[src/rtl/mem_arbiter.sv]
// Arbiter sharing one single-port memory between instruction fetch and the data stage.
// Optional grant/conflict statistics counters are enabled by defining ARB_STATS_EN.
module mem_arbiter #(
  parameter int unsigned ADDR_W     = 16,
  parameter int unsigned DATA_W     = 16,
  parameter int unsigned MEM_LAT    = 2,
  parameter int unsigned STARVE_MAX = 4
) (
  input  logic              clk,
  input  logic              rst,
  input  logic              if_req,
  input  logic [ADDR_W-1:0] if_addr,
  output logic              if_ack,
  output logic [DATA_W-1:0] if_rdata,
  input  logic              dm_req,
  input  logic              dm_we,
  input  logic [ADDR_W-1:0] dm_addr,
  input  logic [DATA_W-1:0] dm_wdata,
  output logic              dm_ack,
  output logic [DATA_W-1:0] dm_rdata,
  output logic              mem_en,
  output logic              mem_we,
  output logic [ADDR_W-1:0] mem_addr,
  output logic [DATA_W-1:0] mem_wdata,
  input  logic [DATA_W-1:0] mem_rdata,
  output logic              busy
`ifdef ARB_STATS_EN
  ,
  output logic [15:0]       if_grant_cnt,
  output logic [15:0]       dm_grant_cnt,
  output logic [15:0]       conflict_cnt
`endif
);

  localparam int unsigned LatW = $clog2(MEM_LAT + 1);
  localparam int unsigned StW  = $clog2(STARVE_MAX + 1);

  typedef enum logic [1:0] {StIdle, StAccess, StResp} state_e;

  state_e           state_q, state_d;
  logic [LatW-1:0]  lat_q;
  logic [StW-1:0]   starve_q;
  logic             owner_fetch_q;
  logic             we_q;
  logic             grant;
  logic             grant_fetch;
  logic             lat_done;

  // Fetch wins only when alone or when data has used up its consecutive-grant allowance.
  assign grant_fetch = if_req & (~dm_req | (starve_q == StW'(STARVE_MAX)));

  always_comb begin
    state_d  = state_q;
    grant    = 1'b0;
    lat_done = 1'b0;
    unique case (state_q)
      StIdle: begin
        if (if_req || dm_req) begin
          grant   = 1'b1;
          state_d = StAccess;
        end
      end
      StAccess: begin
        if (lat_q == LatW'(MEM_LAT)) begin
          lat_done = 1'b1;
          state_d  = StResp;
        end
      end
      StResp:  state_d = StIdle;
      default: state_d = StIdle;
    endcase
  end

  assign mem_en = (state_q == StAccess) && (lat_q == '0);
  assign mem_we = mem_en & we_q;
  assign busy   = (state_q != StIdle);

  always_ff @(posedge clk) begin
    if (rst) begin
      state_q       <= StIdle;
      lat_q         <= '0;
      starve_q      <= '0;
      owner_fetch_q <= 1'b0;
      we_q          <= 1'b0;
      mem_addr      <= '0;
      mem_wdata     <= '0;
      if_ack        <= 1'b0;
      dm_ack        <= 1'b0;
      if_rdata      <= '0;
      dm_rdata      <= '0;
    end else begin
      state_q <= state_d;
      if_ack  <= 1'b0;
      dm_ack  <= 1'b0;
      if (grant) begin
        owner_fetch_q <= grant_fetch;
        lat_q         <= '0;
        if (grant_fetch) begin
          we_q     <= 1'b0;
          mem_addr <= if_addr;
          starve_q <= '0;
        end else begin
          we_q      <= dm_we;
          mem_addr  <= dm_addr;
          mem_wdata <= dm_wdata;
          starve_q  <= if_req ? starve_q + StW'(1) : '0;
        end
      end
      if ((state_q == StAccess) && !lat_done) begin
        lat_q <= lat_q + LatW'(1);
      end
      if (lat_done) begin
        if (owner_fetch_q) begin
          if_ack   <= 1'b1;
          if_rdata <= mem_rdata;
        end else begin
          dm_ack <= 1'b1;
          if (!we_q) begin
            dm_rdata <= mem_rdata;
          end
        end
      end
    end
  end

`ifdef ARB_STATS_EN
  always_ff @(posedge clk) begin
    if (rst) begin
      if_grant_cnt <= '0;
      dm_grant_cnt <= '0;
      conflict_cnt <= '0;
    end else if (grant) begin
      if (grant_fetch && (if_grant_cnt != 16'hFFFF)) begin
        if_grant_cnt <= if_grant_cnt + 16'd1;
      end
      if (!grant_fetch && (dm_grant_cnt != 16'hFFFF)) begin
        dm_grant_cnt <= dm_grant_cnt + 16'd1;
      end
      if (if_req && dm_req && (conflict_cnt != 16'hFFFF)) begin
        conflict_cnt <= conflict_cnt + 16'd1;
      end
    end
  end
`endif

endmodule

[config.mk]
export PLATFORM = sky130hd
export DESIGN_NAME = mem_arbiter
export DESIGN_NICKNAME = d
export VERILOG_FILES = /design/src/rtl/mem_arbiter.sv
export SDC_FILE = /design/constraint.sdc
export NUM_CORES = 1
export LEC_CHECK = 0
export BUFFER_PORTS_ARGS = -buffer_cell sky130_fd_sc_hd__buf_4
export CAP_MARGIN = 10
export CORE_ASPECT_RATIO = 2
export CORE_MARGIN = 1
export CORE_UTILIZATION = 34
export CTS_BUF_LIST = sky130_fd_sc_hd__clkbuf_8
export DETAILED_ROUTE_END_ITERATION = 7
export SLEW_MARGIN = 20
export SYNTH_ARGS = -nofsm -noshare
export SYNTH_HDL_FRONTEND = slang
export SYNTH_SLANG_ARGS = --single-unit
[constraint.sdc]
create_clock -name clk -period 1.9 [get_ports clk]
set_input_delay 0.19 -clock clk [delete_from_list [all_inputs] [get_ports clk]]
set_output_delay 0.19 -clock clk [all_outputs]
set_load 0.05 [all_outputs]
==> impl_results.md, run 1 <==
- Outcome: finished clean
- Post-CTS Repair Setup Buffers: 0
- CTS tree: yes
- Inst Count DP: between 500 and 600
- Crit path time final: 1660 ps
- Achievable frequency: 604 MHz
- Library cells used by synthesis: 34
- CTS Buffer Depth: 2
- Residual DRC: 0
- Slew headroom: a little under half
- Pre-Repair DR Iteration Count: 6
- Core ar.: 8710 um^2
- Crit path largest cell delay: between 400 and 500 ps
- Final ANT Viol Nets: 0
- List of most frequent post-synthesis cells: dfxtp_1 (75), nand3_1 (67), a21oi_1 (54)
- Yosys Warn Count: 0
- Placement Setup Slack: 258 ps
- Congestion Overflow GR: 0
- Post-synthesis cell count: 373
- Diode count: 0
- Initial Utilization: about a third
- Placer Congestion: between 0.7 and 0.8
- Final setup vio count: 0
- Fin nets: roughly 570
- Clk_lat worst skew: 350 ps
- Synth top area share: 49.0%
- Clock transition at the registers of the reported paths: about 80 ps
- Setup ws final: 243 ps
- Hold WC Path Type: input port to flop
- Setup crit end kind: output port
- Filler cells: around 880
- Total GRT Usage: between 15 and 20%
- Max_cap viols: 0
- Req. time, crit path: between 1500 and 2000 ps
- Most frequent cell after synthesis: dfxtp_1
- I/O Pins: around 140
- Crit share post-route: 87.2%
- Vias/cell: roughly 5.3
- Die Y: between 100 and 150 um
- Share of layout cells above drive strength 1: approximately a third
- Vias in the first global route: 2987
- Die ar.: 9420 um^2
- Sequential cell area fraction in the yosys report: 49.0%
- CTS buffer count: 9
- Unrepaired setup endpoints after global routing: false
- Area grow syn2layout: 41.3%
- Peak VDD IR: between 0.4 and 0.5 mV
- Crit start category: flop
- Vias: ~3200
- Post-synth EDFFs: 0
- Routed WL: approximately 9200 um
- Setup Crit Path Kind: flop to output port
- Largest net degree at the start of global routing: 76
- Clk_skew: around 12 ps
- Site Rows: 48
- Clock sinks: between 70 and 80
- DP HPWL: approximately 6300 um
- Max-slew violations: 0
- Root buf cell: clkbuf_8
- Crit Path Max Fanout: 24
- Ranking of synthesized cells by area: dfxtp_1 (49%), nand3_1 (11%), a21oi_1 (8.8%)
- Non-Filler Instances: between 500 and 600
- Hold Vio Cnt, Final: 0
- Top_reg_cell synth: dfxtp_1
- Area leader, netlist: dfxtp_1
- Syn Nets: 446
- Slowest cell on crit path: dfxtp_2
- Iteration-0 DRC count of the detailed router: 206
- Synth Register Bits: 75
- First-pass GRT wire length: about 15000 um
- FFs w/ async S/R, synth: 0%
- Chip width: between 60 and 70 um
- Most frequent cell on the critical path: buf_4
- Critical-path cell list: or2_1, buf_4, buf_4
- I/O Buffers: between 100 and 150
- Initial antenna violation count: 0
- Synthesized cell area: slightly above 3000 um^2
- Avg Inst Size Synth: 8.22 um^2
- Worst EP arrival: ~1500 ps
- H-tree Lvls: 3
- Power Density: 856 nW/um^2
- Tightest Pin Transition: between 700 and 800 ps
- Setup TNS: 0 ps
- Routed length per instance: 15.4 um
- Lkg Pwr: approximately 1.8 nW
## power by group
group          total (mW)  switching [mW]  internal, mW
Sequential           1.67          0.0381          1.63
Clock                1.38           0.572         0.805
Combinational       0.661           0.418         0.243
## worst max-delay path: cells and delay by family (launching register included)
kind | cells | cell delay, ps
buffers and inverters | 2 | 510
DFF | 1 | 460
and+or+nand+nor | 1 | 160
## sequential cells by signal (all words and copies together) (netlist names)
| register | count |
|---|---|
| if_rdata | 16 |
| dm_rdata | 16 |
| starve_q | 3 |
| if_ack | 1 |
| mem_wdata | 16 |
| owner_fetch_q | 1 |
| we_q | 1 |
| state_q | 2 |
| lat_q | 2 |
| dm_ack | 1 |
| mem_addr | 16 |
## metal layers
layer / track usage [%] / routed length (um) / up-vias
met3: 4.08 / 458 / 14
met2: 35.9 / 5100 / 108
met5: 0 / 0 / -
met4: 8.84 / 185 / 0
met1: 20.6 / 3480 / 1501
li1: - / - / 1565
## cell type report
class                           instances  area [um^2]  share of cell area (%)
Sequential cell                        75         1500                    34.7
Multi-Input combinational cell        257         1370                    31.6
Timing Repair Buffer                  145         1090                    25.1
Clock buffer                           11          151                    3.49
Tap cell                              100          125                    2.89
Clock inverter                          5         75.1                    1.73
Inverter                                5         18.8                   0.433
## cells in the final DEF, fill, tap and decap left out, types with 2 or more instances in the layout
| master | n |
|---|---|
| o21ai_0 | 47 |
| clkbuf_8 | 11 |
| nand3_1 | 67 |
| buf_4 | 145 |
| o211ai_1 | 2 |
| dfxtp_2 | 2 |
| inv_1 | 5 |
| a31oi_1 | 17 |
| bufinv_16 | 2 |
| nand2_1 | 33 |
| ha_1 | 4 |
| clkinv_2 | 3 |
| nor3b_4 | 2 |
| nor2_1 | 7 |
| dfxtp_1 | 73 |
| and3b_1 | 2 |
| o21ai_1 | 5 |
| nand4_1 | 2 |
| a21oi_1 | 54 |
## per-stage QoR
step | hold slack, ps | utilization [%] | power, mW | cell area (um^2)
finish | 90.0 | 49.8 | 3.71 | 4330
global placement | 443 | 47.1 | 2.36 | 4100
floorplan | 326 | - | 2.11 | 3070
detailed placement | 448 | 47.1 | 2.37 | 4100
CTS | 74.9 | 49.7 | 3.75 | 4330
global route | 80.1 | 49.8 | 3.87 | 4330
## repair_timing
item	CTS	global route
setup endpoints to repair	0	1
endpoints found under the hold margin	0	0
resized for setup	0	2
hold buffers	0	0
## kinds of logic (layout without fill, tap and decap cells)
family | count (synthesis) | in the layout | share of synthesized area (%)
AO/OA/AOI/OAI | 128 | 128 | 22.1
AND/OR/NAND/NOR | 125 | 125 | 20.9
flip-flops | 75 | 75 | 49.0
buffers and inverters | 41 | 166 | 6.33
adder cells (fa/ha/maj) | 4 | 4 | 1.63
## path summary, 6_finish.rpt
path         slack, ps     startpoint           end  cells past startpoint
max reg2reg        250       lat_q[0]  dm_rdata[10]                      5
max                240     state_q[1]          busy                      3
min                 90  mem_rdata[11]  if_rdata[11]                      3
min reg2reg        460   if_rdata[11]  if_rdata[11]                      2
No activity file was read; power rests on OpenSTA's default activity.
==> run 2: changes to the inputs <==
--- a/config.mk
+++ b/config.mk
@@ -12,6 +12,7 @@
 export CORE_UTILIZATION = 34
 export CTS_BUF_LIST = sky130_fd_sc_hd__clkbuf_8
 export DETAILED_ROUTE_END_ITERATION = 7
+export MAX_ROUTING_LAYER = met4
 export SLEW_MARGIN = 20
 export SYNTH_ARGS = -nofsm -noshare
 export SYNTH_HDL_FRONTEND = slang
==> impl_results.md, run 2 (synthesis gave the netlist of run 1 again) <==
- Power, Total: about 3.7 mW
- Placement Setup Slack: 258 ps
- Hold WC Path Type: input port to flop
- Setup crit end kind: output port
- Commonest non-fill, non-tap cells in the layout: buf_4 (145), dfxtp_1 (73), nand3_1 (67)
- Final ANT Viol Nets: 0
- Unrepaired setup endpoints after global routing: false
- Vias: 3164
- Clock transition at the registers of the reported paths: ~80 ps
- Post-layout util: about half
- Tightest Pin Transition: about 790 ps
- Non-Filler Instances: between 500 and 600
- First-pass GRT wire length: 14600 um
- I/O Pins: ~140
- Crit start category: flop
- Area grow syn2layout: 41.3%
- FF-to-FF path depth: 5
- Hold Vio Cnt, Final: 0
- Area of the multi-input gates: between 1000 and 1500 um^2
- Inst Count DP: between 500 and 600
- Core ar.: between 8000 and 9000 um^2
- Filler cells: between 800 and 900
- Power Density: roughly 860 nW/um^2
- H-tree Lvls: 3
- Most frequent cell on the critical path: buf_4
- Share of layout cells above drive strength 1: around 34%
- Slew headroom: about 48%
- Setup TNS: 0 ps
- Crit path time final: approximately 1700 ps
- Diode count: 0
- Achievable frequency: between 600 and 700 MHz
- Placer Congestion: 0.758
- Initial Utilization: 35.2%
- CTS tree: yes
- Clk_lat worst skew: roughly 350 ps
- Slowest cell on crit path: dfxtp_2
- Residual DRC: 0
- Total GRT Usage: between 10% and 20%
- Reg2reg end: dm_rdata[10]
- Die Y: around 140 um
- CTS Buffer Depth: 2
- Root buf cell: clkbuf_8
- Congestion Overflow GR: 0
- Crit path largest cell delay: 460 ps
- Initial antenna violation count: 0
- Req. time, crit path: about 1700 ps
- Pre-Repair DR Iteration Count: 4
- Crit share post-route: ~87%
- Critical path destination: busy
- Critical-path cell list: or2_1, buf_4, buf_4
- Dpl cell area: between 4000 and 5000 um^2
- Site Rows: 48
- Worst EP arrival: 1470 ps
- Fin nets: approximately 570
- Routed WL: a little over 9000 um
- R2r startpoint: lat_q[0]
- I/O Buffers: around 140
- Chip width: around 69 um
- Setup ws final: 242 ps
- Max-slew violations: 0
- Post-CTS Repair Setup Buffers: 0
- Iteration-0 DRC count of the detailed router: about 210
- Vias in the first global route: between 2000 and 3000
- Vias/cell: 5.29
- Lkg Pwr: between 1.5 and 2 nW
- CP Launch Point: state_q[1]
- CTS buffer count: 9
- Final setup vio count: 0
- Clock sinks: 75
- Crit Path Max Fanout: 24
- Hold_ws: 88.4 ps
- Commonest non-fill, non-tap cell in the layout: buf_4
- Peak VDD IR: ~0.50 mV
- Worst R2R Setup Slack: between 200 and 300 ps
- Clk_skew: roughly 9 ps
- Setup Crit Path Kind: flop to output port
- Routed length per instance: ~15 um
- DP HPWL: about 6300 um
- Sequential cell area: 1500 um^2
- Largest net degree at the start of global routing: 76
- Max_cap viols: 0
- Die ar.: ~9400 um^2
- Post-route cell area: roughly 4300 um^2
- Outcome: finished clean
## run 2: cell counts in the layout (fill, tap and decap cells not counted)
Identical to the previous run, type by type.
## run 2: layout make-up
class / instances / area share (%)
timing repair buffer: 145 / 25.1
tap: 100 / 2.89
multi-input combinational: 257 / 31.6
clock inverter: 5 / 1.73
inverter: 5 / 0.433
clock buffer: 11 / 3.49
sequential: 75 / 34.7
## run 2: where the power goes
group	leakage (nW)	internal, mW	switching [mW]
Sequential	0.611	1.63	0.0381
Combinational	1.05	0.243	0.417
Clock	0.119	0.805	0.573
## run 2: how the worst min path moves through the flow
stage,depth (start not counted),end,from,slack (ps)
after floorplan,2,if_rdata[10],mem_rdata[10],330
after global placement,2,if_rdata[7],if_rdata[7],440
after detailed placement,2,if_rdata[6],if_rdata[6],450
after CTS,3,if_rdata[11],mem_rdata[11],70
after global routing,3,if_rdata[14],mem_rdata[14],80
final,3,if_rdata[11],mem_rdata[11],90
## run 2: routing by layer
| metal | track usage [%] | up-vias | share of wire [%] | wire length (um) |
|---|---|---|---|---|
| met5 | - | - | 0 | 0 |
| met4 | 8.84 | 0 | 1.6 | 143 |
| met3 | 4.00 | 11 | 4.7 | 430 |
| met2 | 35.7 | 101 | 55 | 5100 |
| met1 | 21.0 | 1487 | 38 | 3530 |
| li1 | - | 1565 | - | - |
## run 2: repair_timing
| action | 4_1_cts | 5_1_grt |
|---|---|---|
| gates resized for setup | 0 | 2 |
| setup endpoints to repair | 0 | 1 |
| hold buffers | 0 | 0 |
## run 2: critical path: cells and delay by family, from the launching register on
| family | cells | cell delay, ps |
|---|---|---|
| buffers and inverters | 2 | 510 |
| and+or+nand+nor | 1 | 160 |
| DFF | 1 | 460 |
==> run 3: changes to the inputs <==
--- a/config.mk
+++ b/config.mk
@@ -5,7 +5,7 @@
 export SDC_FILE = /design/constraint.sdc
 export NUM_CORES = 1
 export LEC_CHECK = 0
-export BUFFER_PORTS_ARGS = -buffer_cell sky130_fd_sc_hd__buf_4
+export BUFFER_PORTS_ARGS = -buffer_cell sky130_fd_sc_hd__buf_2
 export CAP_MARGIN = 10
 export CORE_ASPECT_RATIO = 2
 export CORE_MARGIN = 1
==> impl_results.md, run 3 (synthesis gave the netlist of run 1 again) <==
- Outcome: finished clean
- CTS buffer count: 9
- DP HPWL: between 6000 and 7000 um
- Commonest non-fill, non-tap cells in the layout: buf_2 (137), dfxtp_1 (75), nand3_1 (67)
- Initial Utilization: a little over a third
- Setup crit end kind: output port
- Met1 Use GR: 20.4%
- Final ANT Viol Nets: 0
- I/O Pins: roughly 140
- Tightest Pin Transition: 613 ps
- Routed length per instance: 14.9 um
- Lkg Pwr: roughly 1.7 nW
- CTS tree: yes
- Crit share post-route: 91.0%
- Power Density: just under 900 nW/um^2
- Final setup vio count: 0
- Post-route cell area: between 3000 and 4000 um^2
- Peak VDD IR: approximately 0.4 mV
- Post-CTS Repair Setup Buffers: 0
- Worst EP arrival: 1540 ps
- I/O Buffers: 137
- Routing usage on met3: approximately 3.8%
- Routed WL: between 8000 and 9000 um
- First-pass GRT wire length: about 14000 um
- Clk_lat worst skew: 350 ps
- GR peak layer: met2
- Req. time, crit path: between 1500 and 2000 ps
- CTS Buffer Depth: 2
- Vias/cell: ~5.2
- Hold Vio Cnt, Final: 0
- Max_cap viols: 0
- Setup Crit Path Kind: flop to output port
- Largest net degree at the start of global routing: 76
- Setup TNS: 0 ps
- Chip width: ~69 um
- Crit Path Max Fanout: 10
- Die Y: approximately 140 um
- Hold WC Path Type: input port to flop
- Iteration-0 DRC count of the detailed router: around 180
- Max-slew violations: 0
- Die ar.: between 9000 and 10000 um^2
- Diode count: 0
- Achievable frequency: between 500 and 600 MHz
- Root buf cell: clkbuf_8
- Met2 GRT Util: 35.0%
- Fin nets: ~570
- Filler cells: between 900 and 1000
- Slew headroom: between 50% and 60%
- Congestion Overflow GR: 0
- Clock sinks: between 70 and 80
- Initial antenna violation count: 0
- Share of layout cells above drive strength 1: 33.6%
- Vias: approximately 3100
- Total GRT Usage: just under 20%
- Crit path time final: 1730 ps
- Pre-Repair DR Iteration Count: 4
- Placer Congestion: roughly 0.77
- Vias in the first global route: roughly 3000
- H-tree Lvls: 3
- Dpl cell area: between 3000 and 4000 um^2
- Clock transition at the registers of the reported paths: approximately 80 ps
- Unrepaired setup endpoints after global routing: false
- Residual DRC: 0
- Core ar.: about 8700 um^2
- Area grow syn2layout: 30.0%
- Site Rows: 48
- Commonest non-fill, non-tap cell in the layout: buf_2
- Clk_skew: roughly 6.3 ps
- Crit start category: flop
[run 3: cell count changes in the layout (fill, tap and decap cells not counted), sizes merged]
cell / before / now
clkinvlp: 0 / 3
buf: 145 / 147
clkbuf: 11 / 9
bufinv: 2 / 1
clkinv: 3 / 2
inv: 5 / 6
[run 3: what timing repair did]
action	4_1_cts	5_1_grt
setup endpoints to repair	0	1
hold buffers	0	0
gates resized for setup	0	1
[run 3: power breakdown]
part           total [mW]  leakage, nW  switching, mW  internal (mW)
Clock                1.21       0.0926          0.608          0.601
Sequential           1.67        0.610         0.0358           1.63
Combinational       0.594         1.01          0.416          0.178
[run 3: final timing paths]
| kind | start | end | slack, ps | cells after the start |
|---|---|---|---|---|
| setup / recovery | state_q[0] | mem_we | 170 | 3 |
| hold / removal | mem_rdata[5] | if_rdata[5] | 80 | 3 |
| setup reg to reg | state_q[0] | dm_rdata[10] | 240 | 3 |
| hold reg to reg | if_rdata[10] | if_rdata[10] | 450 | 2 |
[run 3: critical path: stages (launching register included)]
cell and delay (ps):
dfxtp_1 560, and3b_1 250, and2_1 120, buf_2 260
[run 3: stage by stage]
step                cells  hold slack [ps]  util, %  setup WS [ps]  power, mW
global route          600             62.0     45.8           73.2       3.63
global placement      584              439     43.5            355       2.29
detailed placement    584              443     43.5            291       2.30
CTS                   600             66.6     45.7           42.3       3.51
finish                600             81.2     45.8            171       3.47
floorplan             373              326        -            227       2.11
[run 3: final cells by class]
class,instances,area (um^2),area share (%)
multi-input combinational,257,1370,34.4
timing repair buffer,147,773,19.4
inverter,5,18.8,0.471
clock inverter,7,70.1,1.76
clock buffer,9,124,3.11
sequential,75,1500,37.7
tap,100,125,3.14
[run 3: metal layers]
metal | share of wire (%) | wire, um
met2 | 54 | 4850
met5 | 0 | 0
met1 | 39 | 3500
met4 | 2.4 | 213
met3 | 4.2 | 375
